### config.mk
export PLATFORM = sky130hd
export DESIGN_NAME = pipeline_stall_controller
export DESIGN_NICKNAME = d
export VERILOG_FILES = /design/src/rtl/pipeline_stall_controller_pkg.sv /design/src/rtl/pipeline_stall_controller_md_sequencer.sv /design/src/rtl/pipeline_stall_controller.sv
export SDC_FILE = /design/constraint.sdc
export NUM_CORES = 1
export LEC_CHECK = 0
export BUFFER_PORTS_ARGS = -buffer_cell sky130_fd_sc_hd__buf_2
export CAP_MARGIN = 5
export CORE_ASPECT_RATIO = 1.75
export CORE_MARGIN = 5
export CORE_UTILIZATION = 42
export CTS_CLUSTER_SIZE = 16
export DETAILED_ROUTE_END_ITERATION = 8
export PLACE_DENSITY = 0.79
export SYNTH_ARGS = -nofsm -noshare
export SYNTH_HDL_FRONTEND = slang
export SYNTH_SLANG_ARGS = --single-unit
### constraint.sdc
create_clock -name clock -period 2 [get_ports clock]
set_clock_uncertainty 0.1 [all_clocks]
set_input_delay 0.4 -clock clock [delete_from_list [all_inputs] [get_ports clock]]
set_output_delay 0.4 -clock clock [all_outputs]
set_load 0.01 [all_outputs]
### src/rtl/pipeline_stall_controller_pkg.sv
// rtl/pipeline_stall_controller_pkg.sv - shared opcodes, state encoding and mul/div decode helpers
package pipeline_stall_controller_pkg;

  localparam logic [4:0] OP_R_TYPE = 5'd0;
  localparam logic [4:0] OP_J      = 5'd1;
  localparam logic [4:0] OP_BNE    = 5'd2;
  localparam logic [4:0] OP_JAL    = 5'd3;
  localparam logic [4:0] OP_JR     = 5'd4;
  localparam logic [4:0] OP_ADDI   = 5'd5;
  localparam logic [4:0] OP_BLT    = 5'd6;
  localparam logic [4:0] OP_SW     = 5'd7;
  localparam logic [4:0] OP_LW     = 5'd8;
  localparam logic [4:0] OP_SETX   = 5'd21;
  localparam logic [4:0] OP_BEX    = 5'd22;

  localparam logic [4:0] ALU_MUL = 5'd6;
  localparam logic [4:0] ALU_DIV = 5'd7;

  localparam logic [31:0] NOP = 32'd0;

  typedef enum logic [1:0] {
    ST_IDLE  = 2'd0,
    ST_START = 2'd1,
    ST_BUSY  = 2'd2,
    ST_DONE  = 2'd3
  } md_state_t;

  // Opcode lives in [31:27], ALU op in [6:2] for R-type instructions.
  function automatic logic is_mul(input logic [31:0] instr);
    return (instr[31:27] == OP_R_TYPE) && (instr[6:2] == ALU_MUL);
  endfunction

  function automatic logic is_div(input logic [31:0] instr);
    return (instr[31:27] == OP_R_TYPE) && (instr[6:2] == ALU_DIV);
  endfunction

endpackage

### src/rtl/pipeline_stall_controller_md_sequencer.sv
// rtl/pipeline_stall_controller_md_sequencer.sv - mul/div FSM, cycle/timeout counter and result capture
module md_sequencer
  import pipeline_stall_controller_pkg::*;
#(
  parameter int MD_TIMEOUT = 64,
  parameter int CNT_W      = 7   // 2**CNT_W must exceed MD_TIMEOUT
) (
  input  logic             i_clock,
  input  logic             i_reset_n,
  input  logic             i_start_mul,
  input  logic             i_start_div,
  input  logic             i_md_ready,
  input  logic             i_md_exception,
  input  logic [31:0]      i_md_result,
  output md_state_t        o_state,
  output logic             o_ctrl_mult,
  output logic             o_ctrl_div,
  output logic             o_busy,
  output logic             o_result_valid,
  output logic [31:0]      o_result_q,
  output logic             o_error_q,
  output logic [CNT_W-1:0] o_cycles
);

  localparam logic [CNT_W-1:0] LP_TIMEOUT_LAST = CNT_W'(MD_TIMEOUT - 1);
  localparam logic [CNT_W-1:0] LP_CNT_MAX      = '1;

  md_state_t        r_state;
  logic             r_ctrl_mult;
  logic             r_ctrl_div;
  logic             r_busy;
  logic             r_result_valid;
  logic [31:0]      r_result_q;
  logic             r_error_q;
  logic [CNT_W-1:0] r_cycles;

  // Sequencer FSM; outputs are registered alongside the state they belong to.
  always_ff @(posedge i_clock) begin
    if (!i_reset_n) begin
      r_state        <= ST_IDLE;
      r_ctrl_mult    <= 1'b0;
      r_ctrl_div     <= 1'b0;
      r_busy         <= 1'b0;
      r_result_valid <= 1'b0;
      r_result_q     <= 32'd0;
      r_error_q      <= 1'b0;
      r_cycles       <= '0;
    end else begin
      r_ctrl_mult    <= 1'b0;
      r_ctrl_div     <= 1'b0;
      r_result_valid <= 1'b0;
      case (r_state)
        ST_IDLE: begin
          if (i_start_mul || i_start_div) begin
            r_state     <= ST_START;
            r_ctrl_mult <= i_start_mul;
            r_ctrl_div  <= i_start_div && !i_start_mul;
            r_busy      <= 1'b1;
          end
        end
        ST_START: begin
          r_state  <= ST_BUSY;
          r_cycles <= '0;
        end
        ST_BUSY: begin
          if (r_cycles != LP_CNT_MAX) begin
            r_cycles <= r_cycles + CNT_W'(1);
          end
          // A result arriving on the timeout cycle still counts as a result.
          if (i_md_ready) begin
            r_state        <= ST_DONE;
            r_busy         <= 1'b0;
            r_result_valid <= 1'b1;
            r_result_q     <= i_md_result;
            r_error_q      <= i_md_exception;
          end else if (r_cycles == LP_TIMEOUT_LAST) begin
            r_state        <= ST_DONE;
            r_busy         <= 1'b0;
            r_result_valid <= 1'b1;
            r_result_q     <= 32'd0;
            r_error_q      <= 1'b1;
          end
        end
        ST_DONE: begin
          r_state <= ST_IDLE;
        end
        default: begin
          r_state <= ST_IDLE;
          r_busy  <= 1'b0;
        end
      endcase
    end
  end

  assign o_state        = r_state;
  assign o_ctrl_mult    = r_ctrl_mult;
  assign o_ctrl_div     = r_ctrl_div;
  assign o_busy         = r_busy;
  assign o_result_valid = r_result_valid;
  assign o_result_q     = r_result_q;
  assign o_error_q      = r_error_q;
  assign o_cycles       = r_cycles;

endmodule

### src/rtl/pipeline_stall_controller.sv
// rtl/pipeline_stall_controller.sv - latch enables, bubble/flush control and mul/div sequencing top
module pipeline_stall_controller
  import pipeline_stall_controller_pkg::*;
#(
  parameter int MD_TIMEOUT = 64,
  parameter int CNT_W      = 7
) (
  input  logic             clock,
  input  logic             reset,
  input  logic             load_use_stall,
  input  logic [31:0]      DX_Latch_Instr,
  input  logic             branch_taken,
  input  logic             md_ready,
  input  logic             md_exception,
  input  logic [31:0]      md_result,
  output logic             ctrl_MULT,
  output logic             ctrl_DIV,
  output logic             PC_write_en,
  output logic             FD_write_en,
  output logic             DX_write_en,
  output logic             FD_flush,
  output logic             DX_insert_nop,
  output logic             XM_insert_nop,
  output logic             md_result_valid,
  output logic [31:0]      md_result_q,
  output logic             md_error_q,
  output logic             md_busy,
  output logic [CNT_W-1:0] md_cycles
);

  logic      w_is_mul;
  logic      w_is_div;
  md_state_t w_state;

  assign w_is_mul = is_mul(DX_Latch_Instr);
  assign w_is_div = is_div(DX_Latch_Instr);

  md_sequencer #(
    .MD_TIMEOUT (MD_TIMEOUT),
    .CNT_W      (CNT_W)
  ) u_md_sequencer (
    .i_clock        (clock),
    .i_reset_n      (reset),
    .i_start_mul    (w_is_mul),
    .i_start_div    (w_is_div),
    .i_md_ready     (md_ready),
    .i_md_exception (md_exception),
    .i_md_result    (md_result),
    .o_state        (w_state),
    .o_ctrl_mult    (ctrl_MULT),
    .o_ctrl_div     (ctrl_DIV),
    .o_busy         (md_busy),
    .o_result_valid (md_result_valid),
    .o_result_q     (md_result_q),
    .o_error_q      (md_error_q),
    .o_cycles       (md_cycles)
  );

  // Latch enables and bubble controls; mul/div in DX outranks branch, branch outranks load-use.
  always_comb begin
    PC_write_en   = 1'b1;
    FD_write_en   = 1'b1;
    DX_write_en   = 1'b1;
    FD_flush      = 1'b0;
    DX_insert_nop = 1'b0;
    XM_insert_nop = 1'b0;
    case (w_state)
      ST_IDLE: begin
        if (w_is_mul || w_is_div) begin
          PC_write_en   = 1'b0;
          FD_write_en   = 1'b0;
          DX_write_en   = 1'b0;
          XM_insert_nop = 1'b1;
        end else if (branch_taken) begin
          FD_flush      = 1'b1;
          DX_insert_nop = 1'b1;
        end else if (load_use_stall) begin
          PC_write_en   = 1'b0;
          FD_write_en   = 1'b0;
          DX_insert_nop = 1'b1;
        end
      end
      ST_START, ST_BUSY: begin
        PC_write_en   = 1'b0;
        FD_write_en   = 1'b0;
        DX_write_en   = 1'b0;
        XM_insert_nop = 1'b1;
      end
      default: begin
        // DONE: everything advances so XM captures the mul/div with its result.
      end
    endcase
  end

endmodule

# ---- Yosys cells after proc, flatten, opt, wreduce, memory -nomap -nowiden
# Cells that the tools add are included.
dict set report word_totals {
  ff_bits 46
  output_inout_bits 50
  inputBits 70
}
dict set report op_classes {
  muxes 31
  n_eq_ne 10
  n_addsub 1
  n_reduce_logical 17
}
# op count
set ops {}
lappend ops {{2-to-1 mux 32 bit} 2}
lappend ops {{2-to-1 mux 1 bit} 19}
lappend ops {{one-hot mux 7 bit (2 select lines)} 1}
lappend ops {{equality test 5 x 3 -> 1 bit (second input constant)} 2}
lappend ops {{one-hot mux 1 bit (2 select lines)} 4}
lappend ops {{one-hot mux 2 bit (4 select lines)} 1}
lappend ops {{AND reduction 2 bit} 4}
lappend ops {{adder 7 x 1 -> 7 bit (second input constant)} 1}
lappend ops {{equality test 7 x 6 -> 1 bit (second input constant)} 1}
lappend ops {{2-to-1 mux 7 bit} 1}
lappend ops {{inequality test 7 bit (second input constant)} 1}
lappend ops {{2-to-1 mux 2 bit} 3}
lappend ops {{AND reduction 3 bit} 2}
lappend ops {{nonzero test 2 bit} 3}
lappend ops {{logical NOT 5 bit} 1}
lappend ops {{equality test 2 bit (second input constant)} 2}
lappend ops {{logical AND 1 bit} 3}
lappend ops {{inequality test 3 x 2 -> 1 bit (second input constant)} 1}
lappend ops {{equality test 2 x 1 -> 1 bit (second input constant)} 1}
lappend ops {{logical NOT 2 bit} 1}
lappend ops {{inequality test 2 x 1 -> 1 bit (second input constant)} 1}
lappend ops {{inequality test 2 bit (second input constant)} 1}
lappend ops {{OR reduction 2 bit} 1}
lappend ops {{logical NOT 1 bit} 1}
lappend ops {{logical OR 1 bit} 1}

# ---- Longest topological paths before layout
# Gate-level depths: netlist of run 1.
dict set report logic_depth {
  word_depth 5
  mapped_depth 8
}

# ---- Hierarchy
# Synthesis of run 1 repeated with hierarchy kept, for this count alone.
dict set report unflattened {
  cells_unflattened 236
  area_unflattened_um2 2069.5
}
# mod area_per_inst_um2 n_inst cells_per_inst seq_area_each_um2
set modules_own_cells {}
lappend modules_own_cells {md_sequencer 1921.8 1 214 920.9}
lappend modules_own_cells {pipeline_stall_controller 147.6 1 22 0.0}

# ---- Worst setup path after synthesis of run 1
# No wires, ideal clock.
dict set report synth_path {
  path_type {input-to-output}
  start {in DX_Latch_Instr[29]}
  end {out PC_write_en}
  path_slack_ps 49
  required_ps 1500
  cell_stages 5
  arrival_time_ps 1451
  cell_sequence {nor4b_1 > and3_1 > a21oi_1 > mux2_2 > buf_4}
}
dict set report synth_between {
  elab_chain_len 5
  word_cells_on_any_way 6
}
# item line_no
set synth_lines {}
lappend synth_lines {{from (decl)} pipeline_stall_controller.sv:11} ;# input logic [31:0] DX_Latch_Instr,
lappend synth_lines {{logical NOT 5 bit *} {pipeline_stall_controller_pkg.sv:30, pipeline_stall_controller_pkg.sv:34}}
lappend synth_lines {{logical AND 1 bit (on tied branches)} {pipeline_stall_controller_pkg.sv:30, pipeline_stall_controller_pkg.sv:34}}
lappend synth_lines {{logical OR 1 bit *} pipeline_stall_controller.sv:69} ;# if (w_is_mul || w_is_div) begin
lappend synth_lines {{2-to-1 mux 1 bit *} --}
lappend synth_lines {{one-hot mux 1 bit (2 select lines) *} --}
lappend synth_lines {{to (decl)} pipeline_stall_controller.sv:18} ;# output logic PC_write_en,
# Mark *: on every way between the ends. The rest lies on a longest branch, timed or not.

# ---- Final worst setup path of run 1
dict set report layout_path {
  start {in DX_Latch_Instr[28]}
  end {out FD_write_en}
}
dict set report layout_between {
  elab_chain_len 5
  word_cells_on_any_way 6
}
# item line_no
set layout_lines {}
lappend layout_lines {{logical NOT 5 bit *} {pipeline_stall_controller_pkg.sv:30, pipeline_stall_controller_pkg.sv:34}}
lappend layout_lines {{logical AND 1 bit (on tied branches)} {pipeline_stall_controller_pkg.sv:30, pipeline_stall_controller_pkg.sv:34}}
lappend layout_lines {{logical OR 1 bit *} pipeline_stall_controller.sv:69}
lappend layout_lines {{2-to-1 mux 1 bit *} pipeline_stall_controller.sv:69}
lappend layout_lines {{one-hot mux 1 bit (2 select lines) *} pipeline_stall_controller.sv:67} ;# case (w_state)
lappend layout_lines {{to (decl)} pipeline_stall_controller.sv:19} ;# output logic FD_write_en,
# Marks and branches as above.

==> results of run 1 <==
[Yosys cell counts (all sizes together) (2+ instances only)]
cell type / number
nand3: 4
clkbuf: 15
nand3b: 2
a41oi: 3
and3: 4
nor2: 2
o21ai: 33
a21oi: 40
nand2: 39
buf: 3
inv: 11
dfxtp: 46
o21a: 2
nor3: 4
ha: 6
nand4: 2
nand2b: 2
a31oi: 2
[per-layer routing]
metal / part of all wire / track usage / vias up
li1: - / - / 1012
met1: 0.37 / 0.176 / 905
met2: 0.54 / 0.323 / 70
met3: 0.078 / 0.0455 / 8
met4: 0.012 / 0.0701 / 0
met5: 0 / 0 / -
[registers in the layout (all words and copies together), names as in the netlist]
register and cells:
u_md_sequencer.o_result_valid 1, u_md_sequencer.o_busy 1, u_md_sequencer.o_error_q 1, u_md_sequencer.o_ctrl_div 1, u_md_sequencer.o_result_q 32, u_md_sequencer.o_state 2, u_md_sequencer.o_ctrl_mult 1, u_md_sequencer.o_cycles 7
[power by group]
part	internal, mW	switching (mW)
Sequential	0.921	0.00491
Combinational	0.123	0.118
Clock	0.246	0.318
[timing repair]
item                                    CTS  global route
hold endpoints to repair                  0             0
resized for setup                        11            15
endpoints found under the setup margin    5             5
setup buffers                             1             4
pin swaps                                 3             3
[kinds of logic (layout without fill, tap and decap cells)]
logic type	Yosys count	after routing
buf+inv	29	132
simple gates	64	64
xor+xnor	1	1
flops	46	46
mux	2	2
compound gates	85	85
fa+ha+maj	6	6
[cell usage in the layout (no fill, tap or decap), types with 3 or more instances in the layout]
master | netlist | layout
nand3_1 | 4 | 4
o21ai_0 | 28 | 28
inv_1 | 11 | 8
nand2_1 | 39 | 39
nor3_1 | 4 | 3
clkbuf_8 | 0 | 5
dfxtp_1 | 46 | 44
o21ai_1 | 5 | 5
buf_2 | 1 | 92
buf_4 | 1 | 16
ha_1 | 6 | 5
buf_6 | 1 | 5
a21oi_1 | 40 | 39
[final cells by class]
type,instances,area [um2],area share
Multi-Input combinational cell,158,947,0.349
Tap cell,51,63.8,0.0235
Clock inverter,3,21.3,0.00784
Timing Repair Buffer,113,637,0.235
Clock buffer,5,68.8,0.0254
Inverter,11,46.3,0.0171
Sequential cell,46,928,0.342
[metrics by stage]
step / total power, mW / area, um2 / instances
3_5_place_dp: 1.13 / 2480 / 374
2_1_floorplan: 1.04 / 1930 / 233
3_3_place_gp: 1.13 / 2480 / 374
6_report: 1.73 / 2710 / 387
5_1_grt: 1.82 / 2710 / 387
4_1_cts: 1.71 / 2620 / 383
[path summary, 6_finish.rpt]
kind,depth (start not counted),startpoint,end
worst min register to register,2,u_md_sequencer.o_result_q[26]$_SDFFE_PN0P_,u_md_sequencer.o_result_q[26]$_SDFFE_PN0P_
worst min-delay path,2,DX_Latch_Instr[2],u_md_sequencer.o_ctrl_mult$_SDFF_PN0_
worst max-delay path,6,DX_Latch_Instr[28],FD_write_en
worst max register to register,4,u_md_sequencer.o_cycles[0]$_SDFFE_PN0P_,u_md_sequencer.o_busy$_SDFFE_PN0P_
==> run metrics, run 1 <==
I/O pin count 120; Final Wtd Congestion between 0.7 and 0.8; Seq/Total Area, Yosys 0.477; post-route setup TNS 0 ns; largest family of logic cells by synthesized area compound AO/OA/AOI/OAI gates; Synth Area in XOR/XNOR 0.00454; Mean Syn Cell Area 8.29 um2; clock slew at reported path FFs 0.09 ns; share of cells above drive strength 1 0.408; Post-synth ARST share 0; Crit Path Category primary input to output port; Die W 61.3 um; ant diodes 0; Pleak around 1.2 nW; CTS Root Cell clkbuf_8; CTS tree built; Synth Net Count around 300; Routed WL ~5500 um; gr ovfl total 0; CP Capture Type output port; Slowest-stage cell, CP nor3_2; Req. time, crit path approximately 1.5 ns; total track usage 0.175; largest net degree at the start of global routing 21; critical path fanouts, max 4; Setup violations, final 0; core area about 4400 um2; Post-Synthesis Cells 233; post-route ant nets 0; Synth top area share 0.477; Slew Limit Headroom 0.714; maximum vdd drop around 580 uV; area grow syn2layout 40.5%; IO buf count 97; slowest stage delay, CP ~0.28 ns; Syn. warnings 0; number of global-route vias before repair roughly 1900; R2R Setup Slk 0.30 ns; DP Wirelength slightly below 4000 um; Tmin final between 1.5 and 2 ns; final period utilization 0.994; mapped cell area 1930 um2; cell family with most CP delay simple AND/OR/NAND/NOR gates; startpoint types primary input; Post-Synth Adder-Cell Area 0.0389; Num CTS Buffers 5; routed vias/inst ~5.2; post-synthesis cell type count 37; Cell Chain, Critical Path buf_2 > nor3_2 > and3_4 > a21oi_2 > mux2_4 > buf_6; global-route wire length before repair between 8000 and 9000 um; Final nets between 400 and 500; FF+latch count, synth 46; post-synthesis compound-gate area fraction 0.251; Core Util, Final 0.610; Clk Latency, worst-skew pair between 0.2 and 0.3 ns; leading area contributor after synthesis dfxtp_1; Initial Util 0.434; max-slew violations 0; fraction of synthesized area in multiplexers 0.0110; max_cap viols 0; die area 6110 um2; Vias 1995; Post-Synth Simple-Gate Area 0.152; cts hold-fix bufs 0; CTS HTree Levels 2; worst-margin pin slew approximately 0.43 ns; post-route setup slack ~0.012 ns; dominant register cell in the synthesized netlist dfxtp_1; Fill cells around 400; Arr. time, crit path 1.49 ns; synth top area cells dfxtp_1 (48%), a21oi_1 (10%), nand2_1 (7.6%); pwr dens approximately 640 nW/um2; status finished clean; Post-Place Setup Slack -0.139 ns; DRC 0; Pre-antenna DRT Iters 4; Detailed Route Iter0 Violations 71; Worst Path Buf+Inv 2; Hold WS between 0.15 and 0.2 ns; Final Hold Fails 0; clk sinks between 40 and 50; die height between 90 and 100 um; Row Count 32; Hold Path Class primary input to flop; antenna violations before repair 0; f_max 503 MHz; clk buf depth 2; WL/cell 14.2 um; EDFF count, synth 0; RSZ-0062 raised after global routing true
(Power assumes the default switching activity.)
==> run 2, diff against run 1 <==
--- a/config.mk
+++ b/config.mk
@@ -7,7 +7,6 @@
 export LEC_CHECK = 0
 export BUFFER_PORTS_ARGS = -buffer_cell sky130_fd_sc_hd__buf_2
 export CAP_MARGIN = 5
-export CORE_ASPECT_RATIO = 1.75
 export CORE_MARGIN = 5
 export CORE_UTILIZATION = 42
 export CTS_CLUSTER_SIZE = 16
==> run 2 against run 1 <==
Against the previous run: core utilization is essentially flat; cell count is the same; sequential share of layout area grew 0.22 points; combinational power shrank 5%; sequential power is essentially flat; fmax is essentially flat; worst setup slack lost 0.0015 ns; total power shrank 2.8%.
==> run metrics, run 2 (synthesis results as in run 1) <==
Row Count 24 (-25%); die height 77.8 um (-22%); maximum vdd drop 375 uV (-35%); Final Hold Fails 0 (unchanged); post-route ant nets 0 (unchanged); Req. time, crit path 1.50 ns (about the same); total track usage 0.167 (-0.00843); largest net degree at the start of global routing 29 (+38%); status finished clean; clock slew at reported path FFs 0.08 ns (about the same); Reg2Reg Depth 7 (+3); R2R Setup Slk 0.25 ns (-0.05 ns); commonest non-fill, non-tap cell in the layout buf_2; Hold WS 0.179 ns (+0.00784 ns); Min-Delay Endpoint u_md_sequencer.o_ctrl_mult$_SDFF_PN0_; critical path fanouts, max 2 (-2); RSZ-0062 raised after global routing true; Core Util, Final 0.611 (about the same); Hold Path Class primary input to flop; CP Launch Point DX_Latch_Instr[31]; I/O pin count 120 (unchanged); fin area 2700 um2 (-0.65%); Die W 77.8 um (+27%); clk sinks 46 (unchanged); DP Wirelength 3750 um (-5.0%); CTS Root Cell clkbuf_8; Total Power 1.68 mW (-2.8%); Setup violations, final 0 (unchanged); clock network power share 0.312 (-0.014); Pint 1.28 mW (-0.91%); IO buf count 97 (unchanged); number of global-route vias before repair 1946 (+3.1%); Crit Path Category primary input to output port; DRC 0 (unchanged); max-slew violations 0 (unchanged); WHS Path Cells 2 (unchanged); pwr dens 625 nW/um2 (-2.1%); Final Wtd Congestion 0.776 (-1.0%); Num CTS Buffers 5 (unchanged); antenna violations before repair 0 (unchanged); Detailed Route Iter0 Violations 64 (-9.9%); CTS tree built; area grow syn2layout 39.6%; Logic pwr share 0.137 (-0.003); routed vias/inst 5.13 (-0.45%); post-route setup TNS 0 ns (unchanged); max reg flops 32 (unchanged); Tmin final 1.99 ns (+0.00146 ns); Initial Util 0.437 (+0.00296); global-route wire length before repair 8490 um (+2.5%); Pre-antenna DRT Iters 4 (unchanged); Vias 1986 (-0.45%); share of cells above drive strength 1 0.397 (-0.0107); sequential share of power 0.551 (+0.016); CTS HTree Levels 2 (unchanged); WL/cell 13.8 um (-3.4%); Switching Fraction 0.241 (-0.0143); Slew Limit Headroom 0.692 (-0.0216); Crit Reg-Reg Startpoint u_md_sequencer.o_state[1]$_SDFFE_PN0P_; die area 6050 um2 (-0.87%); ant diodes 0 (unchanged); instance area at placement 2490 um2 (+0.56%); Final nets 411 (unchanged); most frequent cells in the layout buf_2 (93), dfxtp_1 (44), nand2_1 (39), a21oi_1 (39), o21ai_0 (28); min-delay src DX_Latch_Instr[2]; startpoint types primary input; Switch Pwr 405 uW (-8.2%); Clk Latency, worst-skew pair 0.29 ns (about the same); Routed WL 5330 um (-3.4%); max_cap viols 0 (unchanged); gr ovfl total 0 (unchanged); core area 4410 um2 (-0.68%); CP Capture Type output port; worst reg2reg path endpoint u_md_sequencer.o_cycles[2]$_SDFFE_PN0P_; clk buf depth 2 (unchanged); final period utilization 0.995 (about the same); Pleak 1.21 nW (-0.43%); f_max 503 MHz (about the same); worst-margin pin slew 0.462 ns (+0.0324 ns); Arr. time, crit path 1.49 ns (about the same)
-- run 2: cell count changes in the layout (fill, tap and decap cells not counted), sizes merged --
cell and change:
clkbuf +2, clkinv -2, clkinvlp -1
-- run 2: worst max-delay path by stage --
| stage | depth (start not counted) | to | slack [ns] |
|---|---|---|---|
| 3_3_place_gp | 6 | PC_write_en | -0.06 |
| 6_report | 6 | DX_write_en | 0.01 |
| 5_1_grt | 6 | FD_write_en | -0.02 |
| 2_1_floorplan | 5 | PC_write_en | 0.05 |
| 4_1_cts | 7 | DX_insert_nop | 0.001 |
| 3_5_place_dp | 6 | FD_write_en | -0.08 |
-- run 2: final cells by class --
type	count	area, um2
fillers	406	1720
repair buffers	113	643
clock buffers	7	76.3
inverters	11	46.3
well taps	52	65.1
flip-flops and latches	46	928
multi-input cells	158	936
-- run 2: repair_timing --
action	4_1_cts	5_1_grt
buffers inserted	1	4
gates resized for setup	8	13
setup endpoints to repair	5	5
pin swaps	1	3
hold buffers	0	0
-- run 2: power groups by stage --
stage          logic, mW  clock network (mW)  registers [mW]
3_5_place_dp       0.187                   0           0.948
5_1_grt            0.252               0.579           0.929
6_report           0.231               0.524           0.928
3_3_place_gp       0.183                   0           0.948
4_1_cts            0.203               0.540           0.928
2_1_floorplan     0.0923                   0           0.948
-- run 2: worst max-delay path, cell delays in order --
cell     delay (ns)
buf_6          0.10
nor4b_4        0.29
buf_4          0.17
a31oi_2        0.09
or2_2          0.29
buf_2          0.14
-- run 2: routing by layer --
layer	part of all wire	GRT usage	routed length, um
met1	0.41	0.196	2160
met2	0.50	0.290	2640
met3	0.083	0.0567	442
met5	0	0	0
met4	0.014	0.0430	76
-- run 2: through the flow --
| stage | setup slack (ns) | cells |
|---|---|---|
| final | 0.0110 | 387 |
| after CTS | 0.00112 | 383 |
| after detailed placement | -0.0806 | 375 |
| after floorplan | 0.0493 | 233 |
| after global routing | -0.0239 | 387 |
| after global placement | -0.0633 | 375 |
